## src/rtl/apb_timer_pkg.sv

```systemverilog
// apb_timer_pkg -- shared constants for the APB down-counting timer.
//   DATA_W           : APB data width.
//   OFF_*            : byte offsets of the four registers (decoded on [7:2]).
//   CTRL_* / STATUS_*: bit positions of the CTRL and STATUS fields.
//   reg_idx()        : word index of a byte address.
package apb_timer_pkg;

  localparam int DATA_W = 32;

  localparam logic [7:0] OFF_LOAD   = 8'h00;
  localparam logic [7:0] OFF_VALUE  = 8'h04;
  localparam logic [7:0] OFF_CTRL   = 8'h08;
  localparam logic [7:0] OFF_STATUS = 8'h0C;

  localparam int CTRL_EN_BIT        = 0;
  localparam int CTRL_PERIODIC_BIT  = 1;
  localparam int CTRL_IRQ_EN_BIT    = 2;
  localparam int CTRL_PRESCALE_LSB  = 8;
  localparam int CTRL_PRESCALE_MSB  = 15;
  localparam int STATUS_EXPIRED_BIT = 0;

  // Word index of a byte offset; the low two address bits are not decoded.
  function automatic logic [5:0] reg_idx(input logic [7:0] addr);
    return addr[7:2];
  endfunction

endpackage

```

## src/rtl/apb_timer_prescaler.sv

```systemverilog
// apb_timer_prescaler -- 8-bit prescaler producing a one-cycle tick.
//   clk_i      : clock (rising edge).
//   rst_ni     : asynchronous active-low reset.
//   enable_i   : count enable; when low the counter is held at 0.
//   clear_i    : synchronous clear of the counter.
//   prescale_i : terminal count; the counter runs 0..prescale_i.
//   tick_o     : high for the cycle in which the counter sits at terminal.
module apb_timer_prescaler (
  input  logic       clk_i,
  input  logic       rst_ni,
  input  logic       enable_i,
  input  logic       clear_i,
  input  logic [7:0] prescale_i,
  output logic       tick_o
);

  logic [7:0] cnt_q;
  logic [7:0] cnt_d;
  logic       terminal_s;

  // ">=" lets a prescale lowered below the running count wrap immediately.
  assign terminal_s = (cnt_q >= prescale_i);
  assign tick_o     = enable_i & terminal_s;

  // Next count: held at 0 when disabled or cleared, wraps at terminal.
  always_comb begin
    cnt_d = cnt_q;
    if (!enable_i || clear_i) begin
      cnt_d = 8'd0;
    end else if (terminal_s) begin
      cnt_d = 8'd0;
    end else begin
      cnt_d = cnt_q + 8'd1;
    end
  end

  // Counter register.
  always_ff @(posedge clk_i or negedge rst_ni) begin
    if (!rst_ni) begin
      cnt_q <= 8'd0;
    end else begin
      cnt_q <= cnt_d;
    end
  end

endmodule

```

## src/rtl/apb_timer.sv

```systemverilog
// apb_timer -- APB slave down-counting timer with prescaler and level IRQ.
//   PCLK, PRESETN          : clock and asynchronous active-low reset.
//   PSEL/PENABLE/PWRITE    : APB control; writes commit in the access phase.
//   PADDR[7:0], PWDATA[31:0]: address (decoded on [7:2]) and write data.
//   PRDATA[31:0]           : combinational read data, 0 when not reading.
//   PREADY                 : always 1 (no wait states).
//   PSLVERR                : error response for unmapped offsets / VALUE writes
//                            when APB_TIMER_PSLVERR_EN is defined, else 0.
//   TIMER_IRQ              : registered EXPIRED & IRQ_EN.
// Registers: 0x00 LOAD, 0x04 VALUE (RO), 0x08 CTRL, 0x0C STATUS (W1C).
module apb_timer
  import apb_timer_pkg::*;
#(
  parameter logic [31:0] RESET_LOAD = 32'hFFFF_FFFF
) (
  input  logic              PCLK,
  input  logic              PRESETN,
  input  logic              PSEL,
  input  logic              PENABLE,
  input  logic              PWRITE,
  input  logic [7:0]        PADDR,
  input  logic [DATA_W-1:0] PWDATA,
  output logic [DATA_W-1:0] PRDATA,
  output logic              PREADY,
  output logic              PSLVERR,
  output logic              TIMER_IRQ
);

  logic [DATA_W-1:0] load_q, load_d;
  logic [DATA_W-1:0] value_q, value_d;
  logic              en_q, en_d;
  logic              periodic_q, periodic_d;
  logic              irq_en_q, irq_en_d;
  logic [7:0]        prescale_q, prescale_d;
  logic              expired_q, expired_d;
  logic              irq_q;

  logic [5:0]        idx_s;
  logic              access_wr_s;
  logic              wr_load_s, wr_ctrl_s, wr_status_s;
  logic              tick_s, expire_s, dec_s;
  logic [DATA_W-1:0] ctrl_rd_s;
  logic              unused_s;

  assign unused_s    = ^PADDR[1:0];
  assign idx_s       = reg_idx(PADDR);
  assign access_wr_s = PSEL & PENABLE & PWRITE;
  assign wr_load_s   = access_wr_s & (idx_s == reg_idx(OFF_LOAD));
  assign wr_ctrl_s   = access_wr_s & (idx_s == reg_idx(OFF_CTRL));
  assign wr_status_s = access_wr_s & (idx_s == reg_idx(OFF_STATUS));

  apb_timer_prescaler u_prescaler (
    .clk_i      (PCLK),
    .rst_ni     (PRESETN),
    .enable_i   (en_q),
    .clear_i    (wr_load_s),
    .prescale_i (prescale_q),
    .tick_o     (tick_s)
  );

  // A LOAD write overrides whatever the tick would have done this cycle.
  assign expire_s = tick_s & ~wr_load_s & (value_q == 32'd0);
  assign dec_s    = tick_s & ~wr_load_s & (value_q != 32'd0);

  assign ctrl_rd_s = {16'd0, prescale_q, 5'd0, irq_en_q, periodic_q, en_q};

  // Next-state for the timer registers.
  always_comb begin
    load_d     = load_q;
    value_d    = value_q;
    en_d       = en_q;
    periodic_d = periodic_q;
    irq_en_d   = irq_en_q;
    prescale_d = prescale_q;
    expired_d  = expired_q;

    if (wr_load_s) begin
      load_d  = PWDATA;
      value_d = PWDATA;
    end else if (expire_s) begin
      value_d = periodic_q ? load_q : 32'd0;
    end else if (dec_s) begin
      value_d = value_q - 32'd1;
    end else begin
      value_d = value_q;
    end

    if (wr_ctrl_s) begin
      en_d       = PWDATA[CTRL_EN_BIT];
      periodic_d = PWDATA[CTRL_PERIODIC_BIT];
      irq_en_d   = PWDATA[CTRL_IRQ_EN_BIT];
      prescale_d = PWDATA[CTRL_PRESCALE_MSB:CTRL_PRESCALE_LSB];
    end else begin
      en_d       = en_q;
    end

    // One-shot expiry disables the timer even against a simultaneous CTRL write.
    if (expire_s && !periodic_q) begin
      en_d = 1'b0;
    end else begin
      en_d = en_d;
    end

    // Set has priority over a simultaneous write-1-to-clear.
    if (expire_s) begin
      expired_d = 1'b1;
    end else if (wr_status_s && PWDATA[STATUS_EXPIRED_BIT]) begin
      expired_d = 1'b0;
    end else begin
      expired_d = expired_q;
    end
  end

  // Timer register bank and registered interrupt.
  always_ff @(posedge PCLK or negedge PRESETN) begin
    if (!PRESETN) begin
      load_q     <= RESET_LOAD;
      value_q    <= RESET_LOAD;
      en_q       <= 1'b0;
      periodic_q <= 1'b0;
      irq_en_q   <= 1'b0;
      prescale_q <= 8'd0;
      expired_q  <= 1'b0;
      irq_q      <= 1'b0;
    end else begin
      load_q     <= load_d;
      value_q    <= value_d;
      en_q       <= en_d;
      periodic_q <= periodic_d;
      irq_en_q   <= irq_en_d;
      prescale_q <= prescale_d;
      expired_q  <= expired_d;
      irq_q      <= expired_q & irq_en_q;
    end
  end

  // Read mux; forced to 0 outside a read and while reset is held.
  always_comb begin
    PRDATA = 32'd0;
    if (PRESETN && PSEL && !PWRITE) begin
      case (idx_s)
        reg_idx(OFF_LOAD):   PRDATA = load_q;
        reg_idx(OFF_VALUE):  PRDATA = value_q;
        reg_idx(OFF_CTRL):   PRDATA = ctrl_rd_s;
        reg_idx(OFF_STATUS): PRDATA = {31'd0, expired_q};
        default:             PRDATA = 32'd0;
      endcase
    end else begin
      PRDATA = 32'd0;
    end
  end

`ifdef APB_TIMER_PSLVERR_EN
  logic bad_access_s;
  assign bad_access_s = (idx_s > reg_idx(OFF_STATUS)) |
                        (PWRITE & (idx_s == reg_idx(OFF_VALUE)));
  assign PSLVERR = PRESETN & PSEL & PENABLE & bad_access_s;
`else
  assign PSLVERR = 1'b0;
`endif

  assign PREADY    = 1'b1;
  assign TIMER_IRQ = irq_q;

endmodule

```

## config.mk

```make
export PLATFORM = sky130hd
export DESIGN_NAME = apb_timer
export DESIGN_NICKNAME = d
export VERILOG_FILES = /design/src/rtl/apb_timer_pkg.sv /design/src/rtl/apb_timer_prescaler.sv /design/src/rtl/apb_timer.sv
export SDC_FILE = /design/constraint.sdc
export NUM_CORES = 1
export LEC_CHECK = 0
export CAP_MARGIN = 30
export CORE_MARGIN = 5
export CORE_UTILIZATION = 39
export CTS_CLUSTER_DIAMETER = 80
export DETAILED_ROUTE_END_ITERATION = 8
export PLACE_DENSITY_LB_ADDON = 0.1
export SLEW_MARGIN = 15
export SYNTH_ARGS = -nofsm -noshare
export SYNTH_HDL_FRONTEND = slang
export SYNTH_SLANG_ARGS = --single-unit
export TNS_END_PERCENT = 20
```

## constraint.sdc

```tcl
create_clock -name PCLK -period 5.9 [get_ports PCLK]
set_input_delay 0.885 -clock PCLK [delete_from_list [all_inputs] [get_ports PCLK]]
set_output_delay 0.885 -clock PCLK [all_outputs]
set_load 0.005 [all_outputs]
```

Word level (Yosys, flattened, before mapping)
Index checks and enable logic that the tools add are counted.
Widths: inputs -> output; s select.
{ "classes": {"bitwise_logic": 11, "magnitude_cmp": 1, "muxes": 12, "eq_ne": 3, "add_sub_neg": 2, "n_reduce_logical": 14} }
{ "ops": {"columns": ["op", "n"], "rows": [
  ["$mux 32", 5],
  ["$pmux 32 s4", 1],
  ["$logic_not 32->1", 1],
  ["$reduce_bool 32->1", 1],
  ["$sub 32x1->32 const B", 1],
  ["$mux 8", 2],
  ["$eq 6x2->1 const B", 2],
  ["$and 1x1->1", 10],
  ["$add 8x1->8 const B", 1],
  ["$ge 8x8->1", 1],
  ["$eq 6x1->1 const B", 1],
  ["$logic_not 6->1", 1],
  ["$logic_and 1x1->1", 4],
  ["$mux 1", 4],
  ["$reduce_bool 2->1", 2],
  ["$logic_not 1->1", 3],
  ["$reduce_bool 3->1", 1],
  ["$logic_or 1x1->1", 1],
  ["$not 1->1", 1]
]} }
{ "word_totals": {"out_inout_bits": 35, "ff_bits": 85, "inputBits": 45, "wordCells": 52} }

Depth between registers and ports, before layout
Gate-level depths: netlist (run 1).
{ "depth": {"ltp_word": 9, "mapped_depth": 11, "ltp_nobuf": 9} }

By module
A second synthesis (run 1) with hierarchy kept.
{ "hier_totals": {"cells_unflattened": 625, "hier_area_um2": 5398.9} }
{ "by_module_without_submodules": {"columns": ["module", "instances", "area_per_inst_um2", "cells_each", "seq_area_each_um2"], "rows": [
  ["apb_timer", 1, 4809.6, 567, 2006.9],
  ["apb_timer_prescaler", 1, 589.3, 58, 200.2]
]} }

Worst setup path after synthesis (run 1)
No wires, ideal clock.
{ "synth_path": {"kind": "input-to-output", "from": "input PADDR[5]", "to": "output PRDATA[16]", "path_stages": 5, "n_path_buf": 1, "arrival_ns": 2.337, "t_required_ns": 5.015, "slack_ns": 2.678, "cell_sequence": "nor4_1 nor3b_1 clkbuf_1 a22oi_1 nor2_1"} }
{ "synth_between": {"elab_chain_cells": 3, "word_cells_on_any_way": 6, "cone_classes": "eq/ne: 3; mux: 2; reduce/logical: 1"} }
{ "synth_lines": {"columns": ["element", "line", "text"], "rows": [
  ["from (decl)", "apb_timer.sv:21", "input logic [7:0] PADDR,"],
  ["$eq 6x2->1 (tied with other cells)", "apb_timer.sv:141", "case (idx_s)"],
  ["$pmux 32 s4 (*)", "apb_timer.sv:141", null],
  ["$mux 32 (*)", "apb_timer.sv:140", "if (PRESETN && PSEL && !PWRITE) begin"],
  ["to (decl)", "apb_timer.sv:23", "output logic [DATA_W-1:0] PRDATA,"]
]} }
Every way passes the cells marked *; elsewhere a longest branch is shown, timed or not.

Worst setup path in the final report (run 1)
Same ends and word-level chain as after synthesis.

==> results of run 1 <==
state kept, by name, indices dropped and copies added (netlist names):
register and cells:
load_q 32, u_prescaler.cnt_q 8, value_q 32, expired_q 1
periodic_q 1, en_q 1, prescale_q 8, TIMER_IRQ 1
irq_en_q 1
final timing paths:
kind / cells past startpoint / start / slack (ps) / to
min reg2reg: 2 / load_q[15] / 470 / load_q[15]
max reg2reg: 7 / value_q[14] / 2470 / value_q[28]
max: 8 / PADDR[5] / 1920 / PRDATA[16]
min: 2 / load_q[15] / 470 / load_q[15]
min in group asynchronous: 1 / PRESETN / 560 / u_prescaler.cnt_q[1]
max in group asynchronous: 2 / PRESETN / 4350 / load_q[27]
kinds of logic after synthesis:
family	count (synthesis)
compound gates	190
xor+xnor	9
fa+ha+maj	11
buf+inv	66
flops	85
mux	23
other cells	2
simple gates	289
power by group through the flow:
stage | Clock [mW] | Sequential (mW) | Combinational [mW]
2_1_floorplan | 0 | 0.724 | 0.146
3_3_place_gp | 0 | 0.747 | 0.220
3_5_place_dp | 0 | 0.751 | 0.225
4_1_cts | 0.547 | 0.743 | 0.227
5_1_grt | 0.571 | 0.756 | 0.251
6_report | 0.535 | 0.745 | 0.226
worst max-delay path, cell delays in order:
cell and delay, ps:
clkdlybuf4s50_1 400, nor4_1 300, buf_4 220, nor3b_2 170
buf_4 320, a22oi_1 160, nor2_1 120, clkdlybuf4s50_1 510
through the flow:
stage	utilization	instance area [um^2]	setup WS (ps)
detailed placement	0.464	6410	1890
global placement	0.464	6410	1940
floorplan	-	5500	2680
CTS	0.483	6670	1870
finish	0.483	6680	1920
global route	0.483	6680	1770
layout by cell type (no fill, tap or decap), types with 4 or more instances in the layout:
cell | netlist | layout
xor2_1 | 4 | 4
clkbuf_1 | 40 | 4
nor4_1 | 9 | 9
nor2_1 | 83 | 83
nor3_1 | 20 | 20
o211ai_1 | 5 | 5
a211o_1 | 11 | 11
clkbuf_16 | 0 | 9
or2_2 | 4 | 4
nand3_1 | 10 | 10
xnor2_1 | 5 | 5
dfstp_2 | 64 | 64
inv_1 | 15 | 15
buf_4 | 3 | 19
nand2_1 | 127 | 126
and3_1 | 4 | 4
dfrtp_1 | 21 | 21
o31ai_1 | 11 | 11
clkdlybuf4s50_1 | 0 | 74
a31oi_1 | 5 | 5
a22oi_1 | 23 | 23
mux2i_1 | 12 | 12
ha_1 | 11 | 11
or3_1 | 7 | 7
o21ai_0 | 31 | 30
a211oi_1 | 4 | 4
a21oi_1 | 62 | 62
o21a_1 | 10 | 10
mux2_2 | 10 | 10
synth_stat cells (all sizes together), types with 3 or more instances:
| library cell | n |
|---|---|
| nor4 | 11 |
| a211o | 11 |
| or2 | 4 |
| mux2 | 10 |
| nor3 | 20 |
| o21ai | 33 |
| clkbuf | 40 |
| a31oi | 5 |
| a21oi | 63 |
| a22oi | 23 |
| nor2b | 3 |
| dfrtp | 21 |
| or3 | 7 |
| or4 | 5 |
| xor2 | 4 |
| ha | 11 |
| nand3 | 10 |
| dfstp | 64 |
| and3 | 4 |
| a2bb2oi | 3 |
| mux2i | 12 |
| o211ai | 5 |
| o221ai | 3 |
| inv | 15 |
| xnor2 | 5 |
| nand2 | 127 |
| o31ai | 11 |
| buf | 11 |
| nor2 | 83 |
| o21a | 10 |
| a211oi | 5 |
metal layers:
layer | global-route usage | vias up | routed length [um]
met2 | 0.343 | 171 | 8070
met5 | 0 | - | 0
met1 | 0.293 | 2654 | 7930
met3 | 0.0369 | 21 | 1050
li1 | - | 2501 | -
met4 | 0.0673 | 0 | 299
area by class of cell:
type / count / area (um^2) / share of cell area
tap: 180 / 225 / 0.0337
sequential: 85 / 2210 / 0.330
multi-input combinational: 524 / 3030 / 0.453
inverter: 15 / 56.3 / 0.00843
clock inverter: 2 / 10.0 / 0.00150
timing repair buffer: 94 / 903 / 0.135
clock buffer: 14 / 254 / 0.0380
==> run_results.csv, run 1 <==
group,metric,value,unit
run_status,status,"finished clean",
clock_network,clkSlewWorstSetupHoldPaths,60,ps
power_and_ir_drop,sequentialPowerShare,0.495,
synth,synthCells,675,
synth,syn-cell-area,5500,um^2
finish,fillers,1334,
global_routing,antenna_found_initial,0,
sta,tightestPinTransition,1010,ps
die,die_x,129,um
synth,synth-simple-area-share,0.237,
synth,synth_edf_count,0,
synth,synth-main-ff-cell,"dfstp_2",
sta,rsz0062_at_grt,"no",
synth,synth_top_area_cell,"dfstp_2",
synth,synth_top_area_frac,0.306,
detailed_routing,postRouteAntennaNets,0,
die,initial_core_util,0.398,
detailed_routing,drt_iter0_drc,429,
power_and_ir_drop,peakVddDrop,0.143,mV
finish,layout-drive-gt1-share,0.168,
detailed_routing,via_per_inst,5.85,
synth,synth_area_leaders,"dfstp_2 31%, dfrtp_1 9.6%, nand2_1 8.7%",
finish,final_cells,914,
clock_network,cts_tree,"done",
global_routing,grt.total_usage,0.213,
placement,globalplace.congestion,0.829,
sta,fin_hold_ws,468,ps
job,max-cap-violations,0,
worst_setup_path,critPathLaunchType,"primary input",
clock_network,postCtsSetupRepairBufs,0,
synth,muxShareOfSynthArea,0.0464,
power_and_ir_drop,p_int,1.08,mW
clock_network,htreeDepth,3,
synth,ys.warnings.count,0,
clock_network,cts_resized,0,
power_and_ir_drop,power.density,225,nW/um^2
global_routing,grt_max_degree,48,
clock_network,clock-sinks,85,
synth,synth-seq-cells,85,
detailed_routing,drc_errors,0,
detailed_routing,drt-total-wl,17300,um
sta,drv_slew,0,
synth,async_flop_share,1.00,
power_and_ir_drop,p_switching,0.429,mW
synth,synth_top_family_by_area,"simple AND/OR/NAND/NOR gates",
sta,finalWorstPathRequiredPeriod,3980,ps
worst_setup_path,path_max_fanout,23,
die,coreArea,13800,um^2
clock_network,cts_buffers,9,
synth,synth_xor_xnor_area_share,0.0143,
power_and_ir_drop,swShare,0.285,
global_routing,globalRouteOverflowTotal,0,
power_and_ir_drop,total_leakage_power,2.83,nW
power_and_ir_drop,p_total,1.51,mW
placement,port_buffers,75,
sta,period_share,0.675,
clock_network,cts_root_buf,"clkbuf_16",
finish,final_nets,785,
clock_network,hold_buffers,0,
die,ioPinCount,80,
die,die_h,129,um
sta,max_freq,251,MHz
worst_setup_path,crit_type,"primary input to output pin",
synth,synth_seq_area_share,0.401,
sta,slew_headroom,0.319,
synth,synth_fp_nets,731,
global_routing,grt_pass1_vias,5375,
clock_network,worstSkewPairLatency,350,ps
placement,dp_cells,897,
worst_setup_path,worstPathArrival,3100,ps
die,die_area,16600,um^2
placement,dpl.hpwl,11600,um
sta,setup_tns,0,ps
clock_network,cts_buffer_depth,2,
detailed_routing,num_vias,5347,
synth,synth_compound_area_frac,0.224,
detailed_routing,firstDrtPassIters,5,
finish,area_delta_synth_final,21.5,%
global_routing,grt_pass1_wl,28400,um
synth,yosys.cell_types.count,64,
sta,setup_viol,0,
detailed_routing,wl_per_cell,19.0,um
worst_setup_path,critPathRequiredTime,5020,ps
synth,synthAdderAreaFrac,0.0250,
synth,syn_avg_cell_area,8.14,um^2
worst_setup_path,crit_path_end_kind,"output pin",
finish,diodes,0,
sta,hold_viol,0,
power_and_ir_drop,combPwrFrac,0.150,
min_path,hp-class,"flop to flop",
power_and_ir_drop,clockPowerShare,0.355,
sta,fin_skew,7.73,ps
die,placementRows,43,
Power figures use the tool's default switching activity.
==> run 2: changes to the inputs <==
- clock period: 5.9 -> 3.8 ns (I/O delays scaled with it)
==> run_results.csv, run 2 (synthesized netlist as in run 1, its figures left out) <==
group,metric,value,unit
detailed_routing,num_vias,5303,
power_and_ir_drop,p_switching,0.653,mW
run_status,status,"finished clean",
clock_network,clock-sinks,85,
die,die_h,129,um
global_routing,globalRouteOverflowTotal,0,
worst_setup_path,r2r_cells,8,
global_routing,grt_max_degree,44,
placement,dpl.hpwl,11700,um
clock_network,worstSkewPairLatency,350,ps
sta,drv_slew,0,
sta,hold_viol,0,
sta,period_share,0.882,
power_and_ir_drop,power.density,354,nW/um^2
worst_setup_path,critPathLaunchType,"primary input",
clock_network,htreeDepth,3,
detailed_routing,drc_errors,0,
placement,globalplace.congestion,0.826,
die,initial_core_util,0.398,
die,die_area,16600,um^2
power_and_ir_drop,p_int,1.76,mW
sta,setup_tns,0,ps
finish,diodes,0,
clock_network,postCtsSetupRepairBufs,0,
finish,final_cell_mix,"126 x nand2_1, 83 x nor2_1, 74 x clkdlybuf4s50_1, 64 x dfstp_2, 62 x a21oi_1",
worst_setup_path,rrSetupSlack,590,ps
finish,layout-drive-gt1-share,0.180,
clock_network,cts_tree,"done",
global_routing,grt_pass1_wl,28200,um
detailed_routing,drt_iter0_drc,481,
clock_network,cts_root_buf,"clkbuf_16",
die,coreArea,13800,um^2
job,max-cap-violations,0,
sta,finalWorstPathRequiredPeriod,3350,ps
min_path,hp-class,"primary input to asynchronous set/reset pin",
worst_setup_path,critPathRequiredTime,3230,ps
global_routing,grt.total_usage,0.214,
worst_setup_path,path_max_fanout,23,
finish,fillers,1354,
worst_setup_path,crit_type,"primary input to output pin",
power_and_ir_drop,combPwrFrac,0.147,
clock_network,cts_resized,0,
worst_setup_path,crit_path_end_kind,"output pin",
clock_network,clkSlewWorstSetupHoldPaths,60,ps
placement,place_area,6500,um^2
clock_network,cts_buffer_depth,2,
sta,tightestPinTransition,879,ps
detailed_routing,drt-total-wl,17400,um
die,placementRows,43,
detailed_routing,firstDrtPassIters,5,
detailed_routing,wl_per_cell,18.8,um
power_and_ir_drop,sequentialPowerShare,0.477,
power_and_ir_drop,clockPowerShare,0.375,
worst_setup_path,worstPathArrival,2780,ps
power_and_ir_drop,peakVddDrop,0.219,mV
finish,area_delta_synth_final,23.9,%
sta,max_freq,299,MHz
worst_setup_path,reg2reg_from,"value_q[13]",
sta,slew_headroom,0.409,
sta,rsz0062_at_grt,"no",
global_routing,antenna_found_initial,0,
clock_network,hold_buffers,0,
finish,final_nets,796,
sta,fin_skew,8.94,ps
power_and_ir_drop,total_leakage_power,2.90,nW
clock_network,cts_buffers,9,
global_routing,grt_pass1_vias,5447,
worst_setup_path,cp-endpoint,"PRDATA[16]",
finish,final_common_cell,"nand2_1",
detailed_routing,postRouteAntennaNets,0,
worst_setup_path,r2r_end,"value_q[28]",
power_and_ir_drop,swShare,0.271,
die,die_x,129,um
worst_setup_path,crit_start,"PADDR[5]",
sta,setup_viol,0,
placement,port_buffers,75,
detailed_routing,via_per_inst,5.73,
die,ioPinCount,80,
finish,reg_top3,"load_q (32), value_q (32)",
finish,fin_area,6810,um^2
-- run 2: changes by cell type in the layout (fill, tap and decap cells not counted), sizes merged --
cell	change
buf	+11
clkinv	-2
clkbuf	+1
bufinv	+1
-- run 2: final cells by class --
type | count | area (um^2) | share of cell area
Clock buffer | 15 | 268 | 0.0393
Clock inverter | 1 | 30.0 | 0.00441
Inverter | 15 | 56.3 | 0.00826
Multi-Input combinational cell | 524 | 3030 | 0.444
Sequential cell | 85 | 2210 | 0.324
Tap cell | 180 | 225 | 0.0331
Timing Repair Buffer | 105 | 1000 | 0.147
-- run 2: worst min path at each step --
stage                     from              endpoint  cells past startpoint
floorplan              PRESETN             TIMER_IRQ                      0
global placement    load_q[30]            load_q[30]                      2
detailed placement  load_q[29]            load_q[29]                      2
CTS                    PRESETN  u_prescaler.cnt_q[0]                      2
global route           PRESETN         prescale_q[2]                      2
finish                 PRESETN         prescale_q[2]                      2
-- run 2: metrics by stage --
stage / power (mW) / util / std cells / setup slack, ps / hold slack [ps]
2_1_floorplan: 1.35 / - / 675 / 1100 / 274
3_3_place_gp: 1.51 / 0.470 / 907 / 338 / 455
3_5_place_dp: 1.52 / 0.470 / 907 / 292 / 458
4_1_cts: 2.44 / 0.491 / 923 / 422 / 350
5_1_grt: 2.54 / 0.493 / 925 / 263 / 374
6_report: 2.42 / 0.493 / 925 / 450 / 336
-- run 2: critical path, cell delays in order --
cell and delay (ps):
clkdlybuf4s50_1 400, nor4_1 430, nor3b_2 240, buf_4 350, a22oi_1 160, nor2_1 120
clkdlybuf4s50_1 510
-- run 2: power groups by stage --
| stage | logic [mW] | clock network, mW | registers [mW] |
|---|---|---|---|
| 2_1_floorplan | 0.226 | 0 | 1.12 |
| 3_3_place_gp | 0.345 | 0 | 1.16 |
| 3_5_place_dp | 0.354 | 0 | 1.16 |
| 4_1_cts | 0.357 | 0.930 | 1.15 |
| 5_1_grt | 0.393 | 0.972 | 1.17 |
| 6_report | 0.356 | 0.906 | 1.15 |
-- run 2: routing by layer --
| layer | part of all wire | vias to the layer above | global-route usage |
|---|---|---|---|
| li1 | - | 2517 | - |
| met3 | 0.065 | 24 | 0.0527 |
| met4 | 0.019 | 0 | 0.0747 |
| met5 | 0 | - | 0 |
| met2 | 0.46 | 180 | 0.332 |
| met1 | 0.46 | 2582 | 0.291 |
